File: src/rtl/freqdiv_prog_if.sv
// Configuration/handshake and divided-output bundle for freqdiv_prog.
// The master drives run enable and load requests; the slave returns the divided outputs.
interface freqdiv_prog_if #(
    parameter int WIDTH = 27
);
    logic             en;
    logic [WIDTH-1:0] period_in;
    logic [WIDTH-1:0] high_in;
    logic             load_valid;
    logic             load_ready;
    logic             f_out;
    logic             tick;
    logic [WIDTH-1:0] cnt;

    modport master (
        output en, period_in, high_in, load_valid,
        input  load_ready, f_out, tick, cnt
    );

    modport slave (
        input  en, period_in, high_in, load_valid,
        output load_ready, f_out, tick, cnt
    );
endinterface

File: src/rtl/freqdiv_prog.sv
// Programmable divider: square wave of runtime period/high time plus end-of-period tick.
// FREQDIV_DUTY_EN enables a programmable high time; otherwise the high time is period>>1.
module freqdiv_prog #(
    parameter int          WIDTH          = 27,
    parameter int unsigned DEFAULT_PERIOD = 100_000_000,
    parameter int unsigned DEFAULT_HIGH   = 50_000_000
) (
    input  logic            f_crystal,
    input  logic            rst,
    freqdiv_prog_if.slave   bus
);
    typedef enum logic [1:0] {
        ST_STOPPED,
        ST_RUNNING,
        ST_RUN_PEND
    } state_t;

    localparam logic [WIDTH-1:0] P_DEF = WIDTH'(DEFAULT_PERIOD);
`ifdef FREQDIV_DUTY_EN
    localparam logic [WIDTH-1:0] H_DEF = WIDTH'(DEFAULT_HIGH);
`else
    localparam logic [WIDTH-1:0] H_DEF = P_DEF >> 1;
`endif

    state_t           r_state;
    logic [WIDTH-1:0] r_period;
    logic [WIDTH-1:0] r_high;
    logic [WIDTH-1:0] r_sh_period;
    logic [WIDTH-1:0] r_sh_high;
    logic             r_pending;
    logic [WIDTH-1:0] r_cnt;
    logic             r_f_out;
    logic             r_tick;

    logic             w_xfer;
    logic [WIDTH-1:0] w_in_period;
    logic [WIDTH-1:0] w_in_high;
    logic             w_boundary;
    logic             w_apply_run;
    logic [WIDTH-1:0] w_nx_period;
    logic [WIDTH-1:0] w_nx_high;
    logic [WIDTH-1:0] w_nx_cnt;
    logic [WIDTH-1:0] w_stop_high;

    assign w_xfer      = bus.load_valid && !r_pending;
    assign w_in_period = (bus.period_in < WIDTH'(2)) ? WIDTH'(2) : bus.period_in;
`ifdef FREQDIV_DUTY_EN
    assign w_in_high   = bus.high_in;
`else
    logic w_unused_high;
    assign w_unused_high = ^{bus.high_in, WIDTH'(DEFAULT_HIGH)};
    assign w_in_high     = w_in_period >> 1;
`endif

    // A load accepted in the boundary cycle bypasses the shadow and takes effect at once.
    assign w_boundary  = (r_cnt == r_period - WIDTH'(1));
    assign w_apply_run = w_boundary && (r_pending || w_xfer);
    assign w_nx_period = !w_apply_run ? r_period : (r_pending ? r_sh_period : w_in_period);
    assign w_nx_high   = !w_apply_run ? r_high   : (r_pending ? r_sh_high   : w_in_high);
    assign w_nx_cnt    = w_boundary ? '0 : r_cnt + WIDTH'(1);
    assign w_stop_high = r_pending ? r_sh_high : r_high;

    // NOTE: state is updated with non-blocking assignments so every register sees pre-edge values.
    always_ff @(posedge f_crystal or posedge rst) begin
        if (rst) begin
            r_state     <= ST_STOPPED;
            r_period    <= P_DEF;
            r_high      <= H_DEF;
            r_sh_period <= P_DEF;
            r_sh_high   <= H_DEF;
            r_pending   <= 1'b0;
            r_cnt       <= '0;
            r_f_out     <= 1'b0;
            r_tick      <= 1'b0;
        end else begin
            if (w_xfer) begin
                r_sh_period <= w_in_period;
                r_sh_high   <= w_in_high;
            end
            case (r_state)
                ST_RUNNING, ST_RUN_PEND: begin
                    if (!bus.en) begin
                        r_state   <= ST_STOPPED;
                        r_cnt     <= '0;
                        r_f_out   <= 1'b0;
                        r_tick    <= 1'b0;
                        r_pending <= r_pending || w_xfer;
                    end else begin
                        r_cnt   <= w_nx_cnt;
                        r_f_out <= (w_nx_cnt < w_nx_high);
                        r_tick  <= (w_nx_cnt == w_nx_period - WIDTH'(1));
                        if (w_apply_run) begin
                            r_period  <= w_nx_period;
                            r_high    <= w_nx_high;
                            r_pending <= 1'b0;
                            r_state   <= ST_RUNNING;
                        end else if (w_xfer) begin
                            r_pending <= 1'b1;
                            r_state   <= ST_RUN_PEND;
                        end
                    end
                end
                default: begin
                    r_cnt  <= '0;
                    r_tick <= 1'b0;
                    if (r_pending) begin
                        r_period  <= r_sh_period;
                        r_high    <= r_sh_high;
                        r_pending <= 1'b0;
                    end else begin
                        r_pending <= w_xfer;
                    end
                    // A load captured while stopped stays pending into the run state.
                    if (bus.en) begin
                        r_f_out <= (w_stop_high != '0);
                        r_state <= (!r_pending && w_xfer) ? ST_RUN_PEND : ST_RUNNING;
                    end else begin
                        r_f_out <= 1'b0;
                        r_state <= ST_STOPPED;
                    end
                end
            endcase
        end
    end

    assign bus.load_ready = !r_pending;
    assign bus.f_out      = r_f_out;
    assign bus.tick       = r_tick;
    assign bus.cnt        = r_cnt;
endmodule

File: src/flat_wrapper.sv
// flat-port wrapper written by rule: the top's interface ports become plain ports
module freqdiv_prog_flat 
#(
    parameter int          WIDTH          = 27,
    parameter int unsigned DEFAULT_PERIOD = 100_000_000,
    parameter int unsigned DEFAULT_HIGH   = 50_000_000
)
  (f_crystal, rst, bus_en, bus_period_in, bus_high_in, bus_load_valid, bus_load_ready, bus_f_out, bus_tick, bus_cnt);
  freqdiv_prog_if #(.WIDTH(WIDTH)) bus_i ();
  input  logic f_crystal;
  input  logic rst;
  input wire logic [$bits(bus_i.en)-1:0] bus_en;
  input wire logic [$bits(bus_i.period_in)-1:0] bus_period_in;
  input wire logic [$bits(bus_i.high_in)-1:0] bus_high_in;
  input wire logic [$bits(bus_i.load_valid)-1:0] bus_load_valid;
  output wire logic [$bits(bus_i.load_ready)-1:0] bus_load_ready;
  output wire logic [$bits(bus_i.f_out)-1:0] bus_f_out;
  output wire logic [$bits(bus_i.tick)-1:0] bus_tick;
  output wire logic [$bits(bus_i.cnt)-1:0] bus_cnt;
  assign bus_i.en = bus_en;
  assign bus_i.period_in = bus_period_in;
  assign bus_i.high_in = bus_high_in;
  assign bus_i.load_valid = bus_load_valid;
  assign bus_load_ready = bus_i.load_ready;
  assign bus_f_out = bus_i.f_out;
  assign bus_tick = bus_i.tick;
  assign bus_cnt = bus_i.cnt;
  freqdiv_prog #(.WIDTH(WIDTH), .DEFAULT_PERIOD(DEFAULT_PERIOD), .DEFAULT_HIGH(DEFAULT_HIGH)) u_core (.f_crystal(f_crystal), .rst(rst), .bus(bus_i));
endmodule
File: config.mk
export PLATFORM = sky130hd
export DESIGN_NAME = freqdiv_prog_flat
export DESIGN_NICKNAME = d
export VERILOG_FILES = /design/src/rtl/freqdiv_prog_if.sv /design/src/rtl/freqdiv_prog.sv /design/src/flat_wrapper.sv
export SDC_FILE = /design/constraint.sdc
export NUM_CORES = 1
export LEC_CHECK = 0
export ABC_AREA = 1
export CORE_ASPECT_RATIO = 1.1
export CORE_UTILIZATION = 54
export CTS_CLUSTER_SIZE = 16
export DETAILED_ROUTE_END_ITERATION = 8
export PLACE_DENSITY_LB_ADDON = 0.08
export SLEW_MARGIN = 5
export SYNTH_ARGS = -nofsm -noshare
export SYNTH_HDL_FRONTEND = slang
export SYNTH_SLANG_ARGS = --single-unit
File: constraint.sdc
create_clock -name f_crystal -period 4.1 [get_ports f_crystal]
set_input_delay 1.23 -clock f_crystal [delete_from_list [all_inputs] [get_ports f_crystal]]
set_output_delay 1.23 -clock f_crystal [all_outputs]
set_load 0.01 [all_outputs]
==> summary.txt <==
CTS
  • Clock Path Buffers: 2
  • Clk Latency, worst-skew pair: 0.42 ns
  • CTS sink count: approximately 110
  • TritonCTS clock tree: yes
  • Inserted Clock Buffers: 17
  • CTS clk-pin slew, worst paths: ~0.060 ns
  • H-tree depth: 4
  • Root Driver: clkbuf_16

Synthesis
  • Adder-cell area share of the yosys netlist: 3.66%
  • Post-synthesis compound-gate area fraction: 13.2%
  • XOR/XNOR Fraction of Synth Area: 4.86%
  • Async SR Flop Fraction: 100%
  • Primary FF master, synth: dfrtp_1
  • Synth Area in Simple Gates: a little under two fifths
  • Synth cell types: 46
  • Sequential element share of the synthesized area: a little under 30%
  • #FFs+latches synth: 113
  • Mapped Cells: between 1500 and 2000
  • Synth warnings: 0
  • Syn_nets: 1630
  • Multiplexer share of the synthesized area: 0%
  • Number of synthesized flops with an enable pin: 0
  • Avg Cell Area, Syn: roughly 6.4 um2
  • Post-Synthesis Cell Area: 9900 um2
  • Main combinational cell family by area after synthesis: simple AND/OR/NAND/NOR gates

Placement
  • DPL Wire Length: roughly 23 mm
  • IO Port Bufs: 60
  • Area after DPL: ~11000 um2
  • RePlAce Congestion: 0.930
  • Setup WS pre-CTS: -0.403 ns

Floorplanning
  • Die width: between 100 and 150 um
  • Site Rows: 51
  • Starting Density: 55.6%
  • # IOs: 88
  • DIE HEIGHT: 144 um
  • CORE AREA: around 18000 um2
  • DIE AREA: approximately 19000 um2

Global route
  • Total congestion overflow: 0
  • Vias in the first global route: 9390
  • Initial antenna violation count: 0
  • Global Route Usage Sum: about a third
  • Largest net degree at the start of global routing: 54
  • First-pass GRT wire length: about 48 mm

Route
  • DRT iter0 DRCs: roughly 800
  • DR WL/cell: 15.6 um
  • # DRC: 0
  • Via count: 10500
  • Post-route ant nets: 0
  • Via/cell ratio: 5.45
  • Pre-antenna DRT Iters: 6
  • WL final: 30.2 mm

STA
  • Fin worst setup slack: 0.159 ns
  • Tmin final: 3.94 ns
  • Final hold vios: 0
  • Worst-Margin Slew: 0.842 ns
  • Max-slew headroom: between 40% and 50%
  • Slew Limit Fails: 0
  • Final Setup Violations: 0
  • Period utilization: 96.1%
  • Fmax achieved: 254 MHz
  • Worst Clk Skew: 0.0110 ns

Cells and area
  • Syn-to-layout area delta: 24.1%
  • Fillers: 1568
  • Layout cells sized above 1: between 15 and 20%
  • Antenna diodes: 0
  • Commonest non-fill, non-tap cells in the layout: nand2_1, inv_1, nor2_1
  • # nets final: 1770
  • Design Area, Final: approximately 12000 um2
  • Commonest non-fill, non-tap cell in the layout: nand2_1

Worst setup path
  • Crit-path max FO: 2
  • R2r worst-path depth: 29
  • CP Class: primary input to register
  • Critical Path AT: ~4.3 ns
  • Worst R2R Setup Slack: 0.17 ns
  • Worst EP required: about 4.5 ns
  • Kind of end point of the critical path: register
  • Crit path launch type: primary input

Power and ir drop
  • Sequential Power Share: a little over a quarter
  • Logic pwr share: a little over half
  • P per Cell Area: 652 nW/um2
  • Power share of the clock group: 19.4%
  • Leakage power: between 0.005 and 0.006 uW
  • Net Sw Frac: 47.2%
  • Worst vdd ir: ~0.64 mV
  • Switching power total: 3780 uW
  • Internal Pwr Total: 4230 uW

Status
  • Status: finished, final reports clean

Run
  • Max Cap Viol: 0

Min path
  • Hold depth: 2
  • Worst Hold Class: register to register
metal layers:
metal / up-vias / wire [um] / GRT usage, %
li1: 5262 / - / -
met1: 4815 / 13600 / 44.8
met2: 402 / 13900 / 52.2
met3: 68 / 1860 / 3.19
met4: 0 / 905 / 12.2
met5: - / 0 / 0
area by class of cell:
| type | count | area [um2] | area share [%] |
|---|---|---|---|
| Clock buffer | 23 | 488 | 3.97 |
| Sequential cell | 113 | 2880 | 23.4 |
| Tap cell | 238 | 298 | 2.42 |
| Multi-Input combinational cell | 1149 | 6110 | 49.7 |
| Clock inverter | 9 | 131 | 1.07 |
| Timing Repair Buffer | 174 | 1530 | 12.4 |
| Inverter | 228 | 860 | 6.99 |
power groups by stage:
stage	logic (uW)	registers [uW]	clock network, uW
global route	4780	2210	1610
finish	4290	2170	1560
CTS	4080	2120	1560
floorplan	3020	1920	0
global placement	3940	2110	0
detailed placement	4030	2130	0
sequential cells by signal, indices dropped and copies added, names as in the netlist:
signal              cells
u_core.bus.cnt         27
u_core.bus.tick         1
u_core.r_sh_period     26
u_core.r_state          2
u_core.r_high          27
u_core.r_sh_high        1
u_core.r_period        27
u_core.bus.f_out        1
u_core.r_pending        1
per-stage QoR:
step	utilization, %	std cells	hold slack (ns)	TNS (ns)	total power [uW]
2_1_floorplan	-	1543	0.465	0	4940
4_1_cts	67.6	1922	0.509	0	7750
3_3_place_gp	64.1	1890	0.490	-0.358	6050
3_5_place_dp	64.1	1890	0.496	-0.403	6160
6_report	69.0	1934	0.510	0	8010
5_1_grt	69.0	1934	0.527	-0.00198	8600
repair_timing:
item,in CTS,in global routing
hold buffers,0,0
setup endpoints to repair,1,2
pin swaps,0,29
gates resized for setup,1,53
buffers inserted,0,12
synth_stat cells, types with 20 or more instances:
master / instances / area (um2)
nand2_1: 426 / 1600
inv_1: 216 / 811
nor2_1: 169 / 634
o21ai_0: 123 / 616
nand3_1: 94 / 470
dfrtp_1: 77 / 1930
nand4_1: 47 / 294
clkbuf_1: 40 / 150
xor2_1: 38 / 333
dfstp_2: 36 / 946
ha_1: 29 / 363
nand2_2: 26 / 163
a21oi_1: 21 / 105
nor2_2: 20 / 125
o211ai_1: 20 / 150
kinds of logic after synthesis:
logic type,count (synthesis)
AO/OA/AOI/OAI,227
XOR/XNOR,55
adder cells (fa/ha/maj),29
buffers and inverters,281
flip-flops,113
AND/OR/NAND/NOR,838
worst max-delay path, cell delays in order:
cell and delay [ns]:
clkdlybuf4s50_1 0.40, inv_1 0.07, nand4_1 0.14, nor2_2 0.18, nand4_1 0.18, nand2_2 0.12, nand2_2 0.05, nand2_2 0.08
nand4_1 0.15, nand2_2 0.12, inv_2 0.05, ha_4 0.20, nand3b_1 0.15, nand2_1 0.06, nand3_1 0.06, nor2_1 0.14
nand3_1 0.09, nor2_1 0.14, nand2_1 0.08, nor2_1 0.13, nand2_1 0.09, nor2_2 0.16, nand3_2 0.09, nor2_1 0.12
path summary, 6_finish.rpt:
kind                                                    start                                  to
setup / recovery                            bus_period_in[23]           u_core.bus.tick$_DFF_PP0_
hold / removal             u_core.r_sh_period[21]$_DFFE_PP1P_  u_core.r_sh_period[21]$_DFFE_PP1P_
setup reg to reg               u_core.r_period[1]$_DFFE_PP0P_           u_core.bus.tick$_DFF_PP0_
hold reg to reg            u_core.r_sh_period[21]$_DFFE_PP1P_  u_core.r_sh_period[21]$_DFFE_PP1P_
max in group asynchronous                                 rst     u_core.r_period[26]$_DFFE_PP1P_
min in group asynchronous                                 rst   u_core.r_sh_period[1]$_DFFE_PP0P_
Note: power is estimated with default switching activity, not from simulation.
